==> config.mk <==
export PLATFORM = sky130hd
export DESIGN_NAME = pwm_deadtime_gen_flat
export DESIGN_NICKNAME = d
export VERILOG_FILES = /design/src/rtl/pwm_pkg.sv /design/src/rtl/pwm_deadtime_gen_if.sv /design/src/rtl/deadtime_counter.sv /design/src/rtl/pwm_deadtime_gen.sv /design/src/flat_wrapper.sv
export SDC_FILE = /design/constraint.sdc
export NUM_CORES = 1
export LEC_CHECK = 0
export ABC_AREA = 0
export CORE_MARGIN = 3
export CORE_UTILIZATION = 49
export CTS_CLUSTER_DIAMETER = 200
export DETAILED_ROUTE_END_ITERATION = 6
export MAX_ROUTING_LAYER = met4
export PLACE_DENSITY = 0.74
export SLEW_MARGIN = 20
export SYNTH_ARGS = -nofsm -noshare
export SYNTH_HDL_FRONTEND = slang
export SYNTH_HIERARCHICAL = 1
export SYNTH_SLANG_ARGS = --single-unit
==> constraint.sdc <==
create_clock -name clk -period 2.4 [get_ports clk]
set_clock_uncertainty 0.05 [all_clocks]
set_input_delay 0.6 -clock clk [delete_from_list [all_inputs] [get_ports clk]]
set_output_delay 0.6 -clock clk [all_outputs]
set_load 0.01 [all_outputs]
==> src/rtl/pwm_pkg.sv <==
// Shared definitions for the PWM datapath: state encodings and default widths.
// Also used by the PWM control unit.
package pwm_pkg;

    localparam int DT_W_DEFAULT = 8;

    localparam logic [2:0] ST_OFF   = 3'd0;
    localparam logic [2:0] ST_LO_ON = 3'd1;
    localparam logic [2:0] ST_DT_LH = 3'd2;
    localparam logic [2:0] ST_HI_ON = 3'd3;
    localparam logic [2:0] ST_DT_HL = 3'd4;
    localparam logic [2:0] ST_FAULT = 3'd5;

    typedef enum logic [2:0] {
        S_OFF   = ST_OFF,
        S_LO_ON = ST_LO_ON,
        S_DT_LH = ST_DT_LH,
        S_HI_ON = ST_HI_ON,
        S_DT_HL = ST_DT_HL,
        S_FAULT = ST_FAULT
    } state_t;

    function automatic logic is_dead(state_t s);
        return (s == S_DT_LH) || (s == S_DT_HL);
    endfunction

endpackage

==> src/rtl/pwm_deadtime_gen_if.sv <==
// Bundle of control inputs and half-bridge drive outputs for pwm_deadtime_gen.
// DEADTIME_FAULT_EN adds the fault/fault_clr/fault_latched signals.
interface pwm_deadtime_gen_if #(parameter int DT_W = pwm_pkg::DT_W_DEFAULT);
    import pwm_pkg::*;

    logic            enable;
    logic            pwm_in;
    logic            dt_load;
    logic [DT_W-1:0] dt_rise_in;
    logic [DT_W-1:0] dt_fall_in;
    logic            out_hi;
    logic            out_lo;
    logic            pulse_drop;
    logic            in_dead;
    state_t          state;
`ifdef DEADTIME_FAULT_EN
    logic            fault;
    logic            fault_clr;
    logic            fault_latched;
`endif

    // There is no valid/ready handshake here: inputs are level signals sampled
    // every rising edge and dt_load is a single-cycle strobe.
    modport master (
        output enable, pwm_in, dt_load, dt_rise_in, dt_fall_in,
`ifdef DEADTIME_FAULT_EN
        output fault, fault_clr,
        input  fault_latched,
`endif
        input  out_hi, out_lo, pulse_drop, in_dead, state
    );

    modport slave (
        input  enable, pwm_in, dt_load, dt_rise_in, dt_fall_in,
`ifdef DEADTIME_FAULT_EN
        input  fault, fault_clr,
        output fault_latched,
`endif
        output out_hi, out_lo, pulse_drop, in_dead, state
    );

endinterface

==> src/rtl/deadtime_counter.sv <==
// Dead-time down counter: load, decrement (saturating at 0), clear and zero flag.
module deadtime_counter #(
    parameter int DT_W = 8
) (
    input  logic            clk,
    input  logic            reset,
    input  logic            clear,
    input  logic            load,
    input  logic [DT_W-1:0] load_val,
    input  logic            dec,
    output logic [DT_W-1:0] count,
    output logic            zero
);

    always_ff @(posedge clk) begin
        if (reset || clear) begin
            count <= '0;
        end else if (load) begin
            count <= load_val;
        end else if (dec && (count != '0)) begin
            count <= count - 1'b1;
        end
    end

    assign zero = (count == '0);

endmodule

==> src/rtl/pwm_deadtime_gen.sv <==
// Complementary half-bridge driver with programmable dead time and pulse swallowing.
// Optional DEADTIME_FAULT_EN adds a latched FAULT state that forces both outputs low.
module pwm_deadtime_gen
    import pwm_pkg::*;
#(
    parameter int DT_W   = 8,
    parameter int DT_RST = 4
) (
    input  logic               clk,
    input  logic               reset,
    pwm_deadtime_gen_if.slave  bus
);

    state_t          state, state_next;
    logic [DT_W-1:0] dt_rise_reg, dt_fall_reg;
    logic [DT_W-1:0] cnt;
    logic            cnt_zero, cnt_load, cnt_dec, cnt_clear;
    logic [DT_W-1:0] cnt_val;
    logic            drop_next;

    deadtime_counter #(.DT_W(DT_W)) u_cnt (
        .clk      (clk),
        .reset    (reset),
        .clear    (cnt_clear),
        .load     (cnt_load),
        .load_val (cnt_val),
        .dec      (cnt_dec),
        .count    (cnt),
        .zero     (cnt_zero)
    );

    always_ff @(posedge clk) begin
        if (reset) state <= S_OFF;
        else       state <= state_next;
    end

    // Entering a dead-time state loads N-1 so the state lasts exactly N cycles;
    // N=0 skips the dead-time state and swaps the outputs on one edge.
    always_comb begin
        state_next = state;
        cnt_load   = 1'b0;
        cnt_val    = '0;
        cnt_dec    = 1'b0;
        cnt_clear  = 1'b0;
        drop_next  = 1'b0;
        if (!bus.enable) begin
            state_next = S_OFF;
            cnt_clear  = 1'b1;
        end else begin
            case (state)
                S_OFF, S_LO_ON: begin
                    if (!bus.pwm_in) begin
                        state_next = S_LO_ON;
                    end else if (dt_rise_reg == '0) begin
                        state_next = S_HI_ON;
                    end else begin
                        state_next = S_DT_LH;
                        cnt_load   = 1'b1;
                        cnt_val    = dt_rise_reg - 1'b1;
                    end
                end
                S_DT_LH: begin
                    if (!bus.pwm_in) begin
                        state_next = S_LO_ON;
                        drop_next  = 1'b1;
                        cnt_clear  = 1'b1;
                    end else if (cnt_zero) begin
                        state_next = S_HI_ON;
                    end else begin
                        cnt_dec = 1'b1;
                    end
                end
                S_HI_ON: begin
                    if (bus.pwm_in) begin
                        state_next = S_HI_ON;
                    end else if (dt_fall_reg == '0) begin
                        state_next = S_LO_ON;
                    end else begin
                        state_next = S_DT_HL;
                        cnt_load   = 1'b1;
                        cnt_val    = dt_fall_reg - 1'b1;
                    end
                end
                S_DT_HL: begin
                    if (bus.pwm_in) begin
                        state_next = S_HI_ON;
                        drop_next  = 1'b1;
                        cnt_clear  = 1'b1;
                    end else if (cnt_zero) begin
                        state_next = S_LO_ON;
                    end else begin
                        cnt_dec = 1'b1;
                    end
                end
                default: begin
                    state_next = S_OFF;
                    cnt_clear  = 1'b1;
                end
            endcase
        end
`ifdef DEADTIME_FAULT_EN
        // Fault overrides everything; the latch only releases on a clean clear.
        if (bus.fault || (state == S_FAULT)) begin
            state_next = (!bus.fault && bus.fault_clr) ? S_OFF : S_FAULT;
            cnt_load   = 1'b0;
            cnt_dec    = 1'b0;
            cnt_clear  = 1'b1;
            drop_next  = 1'b0;
        end
`endif
    end

    always_ff @(posedge clk) begin
        if (reset) begin
            bus.out_hi     <= 1'b0;
            bus.out_lo     <= 1'b0;
            bus.pulse_drop <= 1'b0;
            bus.in_dead    <= 1'b0;
            dt_rise_reg    <= DT_W'(DT_RST);
            dt_fall_reg    <= DT_W'(DT_RST);
        end else begin
            bus.out_hi     <= (state_next == S_HI_ON);
            bus.out_lo     <= (state_next == S_LO_ON);
            bus.pulse_drop <= drop_next;
            bus.in_dead    <= is_dead(state_next);
            if (bus.dt_load) begin
                dt_rise_reg <= bus.dt_rise_in;
                dt_fall_reg <= bus.dt_fall_in;
            end
        end
    end

`ifdef DEADTIME_FAULT_EN
    always_ff @(posedge clk) begin
        if (reset) bus.fault_latched <= 1'b0;
        else       bus.fault_latched <= (state_next == S_FAULT);
    end
`endif

    assign bus.state = state;

endmodule

==> src/flat_wrapper.sv <==
// flat-port wrapper written by rule: the top's interface ports become plain ports
module pwm_deadtime_gen_flat import pwm_pkg::*;
#(
    parameter int DT_W   = 8,
    parameter int DT_RST = 4
)
  (clk, reset, bus_enable, bus_pwm_in, bus_dt_load, bus_dt_rise_in, bus_dt_fall_in, bus_out_hi, bus_out_lo, bus_pulse_drop, bus_in_dead, bus_state);
  pwm_deadtime_gen_if #(.DT_W(DT_W)) bus_i ();
  input  logic clk;
  input  logic reset;
  input wire logic [$bits(bus_i.enable)-1:0] bus_enable;
  input wire logic [$bits(bus_i.pwm_in)-1:0] bus_pwm_in;
  input wire logic [$bits(bus_i.dt_load)-1:0] bus_dt_load;
  input wire logic [$bits(bus_i.dt_rise_in)-1:0] bus_dt_rise_in;
  input wire logic [$bits(bus_i.dt_fall_in)-1:0] bus_dt_fall_in;
  output wire logic [$bits(bus_i.out_hi)-1:0] bus_out_hi;
  output wire logic [$bits(bus_i.out_lo)-1:0] bus_out_lo;
  output wire logic [$bits(bus_i.pulse_drop)-1:0] bus_pulse_drop;
  output wire logic [$bits(bus_i.in_dead)-1:0] bus_in_dead;
  output wire logic [$bits(bus_i.state)-1:0] bus_state;
  assign bus_i.enable = bus_enable;
  assign bus_i.pwm_in = bus_pwm_in;
  assign bus_i.dt_load = bus_dt_load;
  assign bus_i.dt_rise_in = bus_dt_rise_in;
  assign bus_i.dt_fall_in = bus_dt_fall_in;
  assign bus_out_hi = bus_i.out_hi;
  assign bus_out_lo = bus_i.out_lo;
  assign bus_pulse_drop = bus_i.pulse_drop;
  assign bus_in_dead = bus_i.in_dead;
  assign bus_state = bus_i.state;
  pwm_deadtime_gen #(.DT_W(DT_W), .DT_RST(DT_RST)) u_core (.clk(clk), .reset(reset), .bus(bus_i));
endmodule
==> flow_metrics.env, run 1 <==
export IMPL_leakagePower_nw=0.961
export IMPL_combPwrFrac_pct=20.3
export IMPL_placed_cells=304
export IMPL_synth_distinct_cells=53
export IMPL_worst_path_max_delay_cell="clkdlybuf4s50_1"
export IMPL_top_layer="met4"
export IMPL_grt_max_degree=19
export IMPL_layout_drive_gt1_share_pct=17.8
export IMPL_port_buffers=27
export IMPL_antenna_cells=0
export IMPL_core_area_mm2=0.00352
export IMPL_start_util_pct=53.7
export IMPL_rows=21
export IMPL_final_net_count=295
export IMPL_wl_met1_um=2000
export IMPL_yosys_register_bits=31
export IMPL_worstPathRequired_ns=2.52
export IMPL_drc=0
export IMPL_critPathArrivalTime_ns=2.41
export IMPL_cp_cell_sequence="clkdlybuf4s50_1 -> nand2b_1 -> nor3_2 -> buf_4 -> or3b_4 -> nor4_4 -> mux2i_1 -> a21oi_1"
export IMPL_r2r_end="u_core/u_cnt/count[7]"
export IMPL_synth_edff_count=0
export IMPL_drv_slew=0
export IMPL_synth_cells=220
export IMPL_die_x_um=68.1
export IMPL_internal_power_w=0.000942
export IMPL_clkTransAtPathRegs_ns=0.06
export IMPL_ys_warn_count=6
export IMPL_synth_area_mm2=0.00189
export IMPL_avgRoutedWirePerCell_um=13.4
export IMPL_path_buf_inv=2
export IMPL_holdPathEnd="u_core/u_cnt/count[4]"
export IMPL_antenna_found_initial=0
export IMPL_fin_crit_ns=2.29
export IMPL_io_pins=28
export IMPL_die_h_um=68.1
export IMPL_overflow=0
export IMPL_wirelength_um=4220
export IMPL_routed_wl_met2_um=1950
export IMPL_layout_common_cells="dfxtp_1 (29), nor2_1 (28), clkdlybuf4s50_1 (26)"
export IMPL_maxCapViolations=0
export IMPL_crit_type="input port to register"
export IMPL_status="finished clean"
export IMPL_first_global_vias=1595
export IMPL_detail_route_iter0_violations=139
export IMPL_pwr_share_clk_pct=35.1
export IMPL_ant_nets=0
export IMPL_avgSynthCellArea_um2=8.60
export IMPL_worstHoldStart="u_core/u_cnt/count[4]"
export IMPL_clock_latency_ns=0.28
export IMPL_hold_violations=0
export IMPL_seqPwrFrac_pct=44.5
export IMPL_dp_hpwl_um=3140
export IMPL_slew_headroom_pct=64.5
export IMPL_whs_ns=0.476
export IMPL_ir_drop_v=0.000344
export IMPL_min_period_over_period_pct=95.5
export IMPL_via_per_inst=5.52
export IMPL_async_flop_share_pct=0
export IMPL_area_growth_pct=31.5
export IMPL_yosysSeqAreaShare_pct=32.8
export IMPL_numClockSinks=31
export IMPL_vias=1738
export IMPL_critical_path_max_stage_delay_ns=0.53
export IMPL_root_buffer="clkbuf_8"
export IMPL_swShare_pct=26.4
export IMPL_final_common_cell="dfxtp_1"
export IMPL_clk_path_buf_depth=2
export IMPL_r2r_cells=10
export IMPL_max_clock_freq_mhz=436
export IMPL_worst_pin_slew_ns=0.528
export IMPL_critPathTopFamily="simple AND/OR/NAND/NOR gates"
export IMPL_grt_usage_pct=21.5
export IMPL_hp_class="register to register"
export IMPL_power_density_mw_per_mm2=514
export IMPL_power_switching_w=0.000338
export IMPL_syn_num_nets=247
export IMPL_cp_max_fo=4
export IMPL_holdPathStages=2
export IMPL_fin_cells=315
export IMPL_grt_pass1_wl_um=7210
export IMPL_synth_ff_type="dfxtp_1"
export IMPL_cp_end_kind="register"
export IMPL_r2r_setup_slack_ns=0.11
export IMPL_dr_wl_met3_um=163
export IMPL_tritoncts="yes"
export IMPL_r2r_start="u_core/u_cnt/count[1]"
export IMPL_finalWeightedCongestion=0.898
export IMPL_dieArea_mm2=0.00464
export IMPL_final_setup_viol_count=0
export IMPL_drt_pass1_iter_count=4
export IMPL_finalPower_w=0.00128
export IMPL_cts_max_level=2
export IMPL_cp_start_kind="input port"
export IMPL_numCtsBuffers=5
==> Yosys cell counts (all sizes together), types with 4 or more instances <==
library cell / n / area share (%)
nor3: 7 / 1.9
a21oi: 14 / 3.7
nand2b: 4 / 1.3
nor2: 28 / 5.6
ha: 6 / 4.0
or4: 4 / 1.8
clkbuf: 4 / 0.79
a211oi: 4 / 1.9
a21boi: 4 / 1.6
nor2b: 6 / 2.0
xnor2: 5 / 2.3
nor3b: 5 / 2.2
mux2i: 18 / 9.5
inv: 10 / 2.0
buf: 4 / 0.99
dfxtp: 31 / 33
o21ai: 17 / 5.1
nor4: 5 / 2.0
a2bb2oi: 5 / 2.3
==> cell families (layout without fill, tap and decap cells) <==
group / count (synthesis) / after routing / synth area share (%)
and+or+nand+nor: 79 / 79 / 24.8
AOI/OAI and AO/OA: 60 / 60 / 21.4
DFF: 31 / 31 / 32.8
muxes: 18 / 18 / 9.52
buffers and inverters: 18 / 67 / 3.77
xor gates and xnor gates: 8 / 8 / 3.70
adders and majority gates: 6 / 6 / 3.97
==> through the flow <==
stage | TNS, ns | worst slack [ns] | area, µm² | utilization, %
after floorplan | 0 | 0.0303 | 1890 | -
after global placement | -1.13 | -0.227 | 2330 | 66.1
after detailed placement | -1.28 | -0.285 | 2330 | 66.1
after CTS | 0 | 0.0192 | 2440 | 69.2
after global routing | -0.0183 | -0.0183 | 2490 | 70.7
final | 0 | 0.108 | 2490 | 70.7
==> layout make-up <==
class,instances,area (µm²)
sequential,31,623
multi-input combinational,171,1230
fill,306,1030
timing repair buffer,49,438
tap,46,57.6
clock buffer,8,100
inverter,10,37.5
==> worst max-delay path by stage <==
stage,startpoint,end,slack (ns),cells after the start
floorplan,bus_pwm_in,u_core/u_cnt/count[7],0.03,7
global placement,bus_pwm_in,u_core/u_cnt/count[7],-0.23,8
detailed placement,bus_pwm_in,u_core/u_cnt/count[7],-0.28,8
CTS,u_core/u_cnt/count[0],u_core/u_cnt/count[5],0.02,9
global route,u_core/u_cnt/count[1],u_core/u_cnt/count[7],-0.02,10
finish,bus_enable,u_core/u_cnt/count[7],0.11,8
==> power groups by stage <==
stage | Sequential [W] | Combinational, W | Clock (W)
2_1_floorplan | 0.000573 | 0.000158 | 0
3_3_place_gp | 0.000579 | 0.000247 | 0
6_report | 0.000570 | 0.000260 | 0.000449
3_5_place_dp | 0.000580 | 0.000251 | 0
4_1_cts | 0.000569 | 0.000254 | 0.000465
5_1_grt | 0.000575 | 0.000287 | 0.000494
==> repair_timing <==
action | in CTS | in global routing
setup endpoints to repair | 1 | 5
gates cloned | 0 | 0
pin swaps | 0 | 4
resized for setup | 2 | 9
hold buffers | 0 | 0
buffers inserted | 0 | 3
==> routing by layer <==
metal | vias to the layer above | track usage, %
met5 | - | -
li1 | 896 | -
met4 | 0 | 10.2
met2 | 42 | 33.1
met1 | 790 | 26.5
met3 | 10 | 4.93
==> worst register-to-register path: cells and delay by family, from the launching register on <==
| family | cells | cell delay, ns |
|---|---|---|
| mux | 1 | 0.22 |
| simple gates | 5 | 1.15 |
| compound gates | 1 | 0.08 |
| flops | 1 | 0.32 |
| fa+ha+maj | 1 | 0.18 |
| buf+inv | 2 | 0.18 |
Power figures use the tool's default switching activity.
==> run 2: changes to the inputs <==
--- a/config.mk
+++ b/config.mk
@@ -7,11 +7,12 @@
 export LEC_CHECK = 0
 export ABC_AREA = 0
 export CORE_MARGIN = 3
-export CORE_UTILIZATION = 49
+export CORE_UTILIZATION = 51
+export CTS_BUF_LIST = sky130_fd_sc_hd__clkbuf_4 sky130_fd_sc_hd__clkbuf_8
 export CTS_CLUSTER_DIAMETER = 200
 export DETAILED_ROUTE_END_ITERATION = 6
 export MAX_ROUTING_LAYER = met4
-export PLACE_DENSITY = 0.74
+export PLACE_DENSITY = 0.77
 export SLEW_MARGIN = 20
 export SYNTH_ARGS = -nofsm -noshare
 export SYNTH_HDL_FRONTEND = slang
==> flow_metrics.env, run 2 (synthesis results as in run 1) <==
export IMPL_grt_pass1_wl_um=6800
export IMPL_cp_max_fo=4
export IMPL_pre_cts_ws_ns=-0.240
export IMPL_wirelength_um=4070
export IMPL_fillers=279
export IMPL_antenna_cells=0
export IMPL_power_density_mw_per_mm2=501
export IMPL_cts_max_level=2
export IMPL_rows=21
export IMPL_slew_headroom_pct=65.0
export IMPL_critPathArrivalTime_ns=2.44
export IMPL_place_area_mm2=0.00233
export IMPL_tritoncts="yes"
export IMPL_drt_pass1_iter_count=5
export IMPL_vias=1741
export IMPL_hold_violations=0
export IMPL_io_pins=28
export IMPL_first_global_vias=1552
export IMPL_final_common_cell="dfxtp_1"
export IMPL_avgRoutedWirePerCell_um=13.0
export IMPL_clk_path_buf_depth=2
export IMPL_cp_end_kind="register"
export IMPL_fin_area_mm2=0.00245
export IMPL_die_x_um=66.9
export IMPL_crit_type="input port to register"
export IMPL_final_net_count=293
export IMPL_maxCapViolations=0
export IMPL_drv_slew=0
export IMPL_rsz0062_at_grt="false"
export IMPL_worst_pin_slew_ns=0.524
export IMPL_fin_crit_ns=2.28
export IMPL_ir_drop_v=0.000350
export IMPL_via_per_inst=5.58
export IMPL_min_period_over_period_pct=95.0
export IMPL_clock_latency_ns=0.28
export IMPL_cp_start_kind="input port"
export IMPL_port_buffers=27
export IMPL_drc=0
export IMPL_numCtsBuffers=5
export IMPL_dp_hpwl_um=3090
export IMPL_finalWorstSetupSlack_ns=0.121
export IMPL_hp_class="register to register"
export IMPL_status="finished clean"
export IMPL_layout_drive_gt1_share_pct=16.9
export IMPL_ant_nets=0
export IMPL_detail_route_iter0_violations=84
export IMPL_layout_common_cells="dfxtp_1 (29), nor2_1 (28), clkdlybuf4s50_1 (27)"
export IMPL_root_buffer="clkbuf_8"
export IMPL_clkTransAtPathRegs_ns=0.06
export IMPL_grt_usage_pct=20.3
export IMPL_finalWeightedCongestion=0.899
export IMPL_start_util_pct=55.0
export IMPL_overflow=0
export IMPL_dieArea_mm2=0.00448
export IMPL_hold_buffers=0
export IMPL_leakagePower_nw=0.938
export IMPL_grt_max_degree=19
export IMPL_antenna_found_initial=0
export IMPL_area_growth_pct=29.6
export IMPL_numClockSinks=31
export IMPL_die_h_um=66.9
export IMPL_final_setup_viol_count=0
export IMPL_max_clock_freq_mhz=439
export IMPL_core_area_mm2=0.00344
export IMPL_worstPathRequired_ns=2.56
[run 2: changes by cell type in the layout (fill, tap and decap cells not counted), sizes merged]
cell and change:
clkinv +1, clkdlybuf4s50 +1, dlymetal6s2s -1, buf -2, clkbuf -2
[run 2: path summary, 6_finish.rpt]
| kind | start | end | slack [ns] | depth (start not counted) |
|---|---|---|---|---|
| worst max register to register | u_core/u_cnt/count[1] | u_core/u_cnt/count[5] | 0.16 | 9 |
| worst max-delay path | bus_pwm_in | u_core/u_cnt/count[5] | 0.12 | 7 |
| worst min register to register | u_core/u_cnt/count[4] | u_core/u_cnt/count[4] | 0.45 | 2 |
| worst min-delay path | u_core/u_cnt/count[4] | u_core/u_cnt/count[4] | 0.45 | 2 |
[run 2: layer usage]
layer	vias to the layer above	share of wire [%]	wire length (µm)	global-route usage [%]
li1	898	-	-	-
met1	794	48	1960	24.5
met2	44	46	1860	33.3
met3	5	4.6	187	4.05
met4	0	1.4	56	7.59
met5	-	0	0	-
[run 2: where the power goes]
part | switching, W | total (W) | internal [W]
sequential | 0.0000310 | 0.000570 | 0.000539
clock | 0.000182 | 0.000406 | 0.000224
combinational | 0.000115 | 0.000252 | 0.000137
total | 0.000328 | 0.00123 | 0.000900
[run 2: metrics by stage]
stage	std cells	power (W)	setup TNS [ns]	utilization (%)	hold slack (ns)
floorplan	220	0.000731	0	-	0.421
global placement	304	0.000824	-0.709	67.6	0.445
detailed placement	304	0.000829	-0.873	67.6	0.447
CTS	311	0.00124	0	70.4	0.456
global route	312	0.00130	0	71.2	0.513
finish	312	0.00123	0	71.2	0.454
[run 2: repair_timing]
item / CTS / global route
hold endpoints to repair: 0 / 0
buffers inserted: 0 / 1
endpoints found under the setup margin: 1 / 4
pin swaps: 0 / 2
resized for setup: 1 / 7
[run 2: cell type report]
cell class | instances | area (µm²) | area share, %
timing repair buffer | 47 | 420 | 17.2
tap | 46 | 57.6 | 2.35
inverter | 10 | 37.5 | 1.53
clock buffer | 6 | 82.6 | 3.37
sequential | 31 | 623 | 25.4
clock inverter | 1 | 5.00 | 0.204
multi-input combinational | 171 | 1220 | 50.0
[run 2: critical path, cell delays in order]
cell and delay (ns):
clkdlybuf4s50_1 0.50, mux2i_1 0.10, nor3_2 0.16, buf_4 0.14, or3b_4 0.40, or4_4 0.42, a31oi_1 0.13
==> run 3: changes to the inputs <==
--- a/config.mk
+++ b/config.mk
@@ -13,6 +13,7 @@
 export DETAILED_ROUTE_END_ITERATION = 6
 export MAX_ROUTING_LAYER = met4
 export PLACE_DENSITY = 0.77
+export SKIP_LAST_GASP = 1
 export SLEW_MARGIN = 20
 export SYNTH_ARGS = -nofsm -noshare
 export SYNTH_HDL_FRONTEND = slang
==> flow_metrics.env, run 3 (synthesis results as in run 1) <==
export IMPL_grt_usage_pct=20.3
export IMPL_grt_max_degree=19
export IMPL_cp_start_kind="register"
export IMPL_critPathArrivalTime_ns=2.46
export IMPL_final_setup_viol_count=0
export IMPL_utilization_pct=71.2
export IMPL_drc=0
export IMPL_dp_hpwl_um=3090
export IMPL_cp_max_fo=4
export IMPL_vias=1741
export IMPL_numCtsBuffers=5
export IMPL_fillers=279
export IMPL_final_common_cell="dfxtp_1"
export IMPL_finalPower_w=0.00123
export IMPL_grt_pass1_wl_um=6800
export IMPL_layout_drive_gt1_share_pct=16.9
export IMPL_hp_class="register to register"
export IMPL_clkTransAtPathRegs_ns=0.06
export IMPL_die_x_um=66.9
export IMPL_multi_input_area_mm2=0.00122
export IMPL_ir_drop_v=0.000350
export IMPL_layout_area_seq_um2=623
export IMPL_first_global_vias=1552
export IMPL_status="finished clean"
export IMPL_rsz0062_at_grt="true"
export IMPL_wirelength_um=4060
export IMPL_numClockSinks=31
export IMPL_area_growth_pct=29.6
export IMPL_finalWeightedCongestion=0.899
export IMPL_layout_common_cells="dfxtp_1 (29), nor2_1 (28), clkdlybuf4s50_1 (27)"
export IMPL_port_buffers=27
export IMPL_via_per_inst=5.58
export IMPL_fin_crit_ns=2.30
export IMPL_crit_type="register to register"
export IMPL_tritoncts="yes"
export IMPL_drv_slew=0
export IMPL_whs_ns=0.454
export IMPL_maxCapViolations=0
export IMPL_leakagePower_nw=0.938
export IMPL_max_clock_freq_mhz=434
export IMPL_clock_latency_ns=0.28
export IMPL_worst_pin_slew_ns=0.524
export IMPL_io_pins=28
export IMPL_placed_cells=304
export IMPL_overflow=0
export IMPL_clk_path_buf_depth=2
export IMPL_die_h_um=66.9
export IMPL_cts_max_level=2
export IMPL_rows=21
export IMPL_antenna_cells=0
export IMPL_hold_violations=0
export IMPL_drt_pass1_iter_count=5
export IMPL_pre_cts_ws_ns=-0.240
export IMPL_core_area_mm2=0.00344
export IMPL_dieArea_mm2=0.00448
export IMPL_finalWorstSetupSlack_ns=0.0967
export IMPL_final_net_count=293
export IMPL_antenna_found_initial=0
export IMPL_detail_route_iter0_violations=83
export IMPL_slew_headroom_pct=65.0
export IMPL_avgRoutedWirePerCell_um=13.0
export IMPL_power_density_mw_per_mm2=501
export IMPL_ant_nets=0
export IMPL_start_util_pct=55.0
export IMPL_hold_buffers=0
export IMPL_min_period_over_period_pct=96.0
export IMPL_worstPathRequired_ns=2.56
export IMPL_cp_end_kind="register"
export IMPL_fin_cells=312
export IMPL_root_buffer="clkbuf_8"
run 3: cell counts in the layout (fill, tap and decap cells not counted):
Identical to the previous run, type by type.
run 3: stage by stage:
stage	setup TNS (ns)	area (µm²)
global placement	-0.709	2330
CTS	0	2420
global route	-0.0290	2450
detailed placement	-0.873	2330
floorplan	0	1890
finish	0	2450
run 3: worst max-delay path, stage by stage, from the launching register on:
cell and delay, ns:
dfxtp_2 0.33, inv_1 0.06, ha_2 0.19, nor4b_2 0.17, and2_1 0.18, nor3_2 0.17, buf_4 0.14, or3b_4 0.40
or4_4 0.42, a31oi_1 0.13
run 3: routing by layer:
layer  vias up  track usage (%)  wire, µm  share of wire (%)
li1        898                -         -                  -
met1       794             24.5      1960                 48
met2        44             33.3      1860                 46
met3         5             4.05       187                4.6
met4         0             7.59        56                1.4
met5         -                -         0                  0
run 3: final cells by class:
type | instances | area share, %
multi-input combinational | 171 | 50.0
inverter | 10 | 1.53
sequential | 31 | 25.4
clock buffer | 6 | 3.37
tap | 46 | 2.35
clock inverter | 1 | 0.204
timing repair buffer | 47 | 17.2
run 3: final timing paths:
kind,startpoint,end,slack (ns),depth (start not counted)
worst max-delay path,u_core/u_cnt/count[1],u_core/u_cnt/count[5],0.1,9
worst min register to register,u_core/u_cnt/count[4],u_core/u_cnt/count[4],0.45,2
worst max register to register,u_core/u_cnt/count[1],u_core/u_cnt/count[5],0.1,9
worst min-delay path,u_core/u_cnt/count[4],u_core/u_cnt/count[4],0.45,2
run 3: power by group:
group / switching [W] / internal, W
Sequential: 0.0000310 / 0.000539
Combinational: 0.000115 / 0.000137
Clock: 0.000182 / 0.000224
run 3: what timing repair did:
item / in CTS / in global routing
gates resized for setup: 1 / 7
setup buffers: 0 / 1
setup endpoints to repair: 1 / 4
pin swaps: 0 / 1
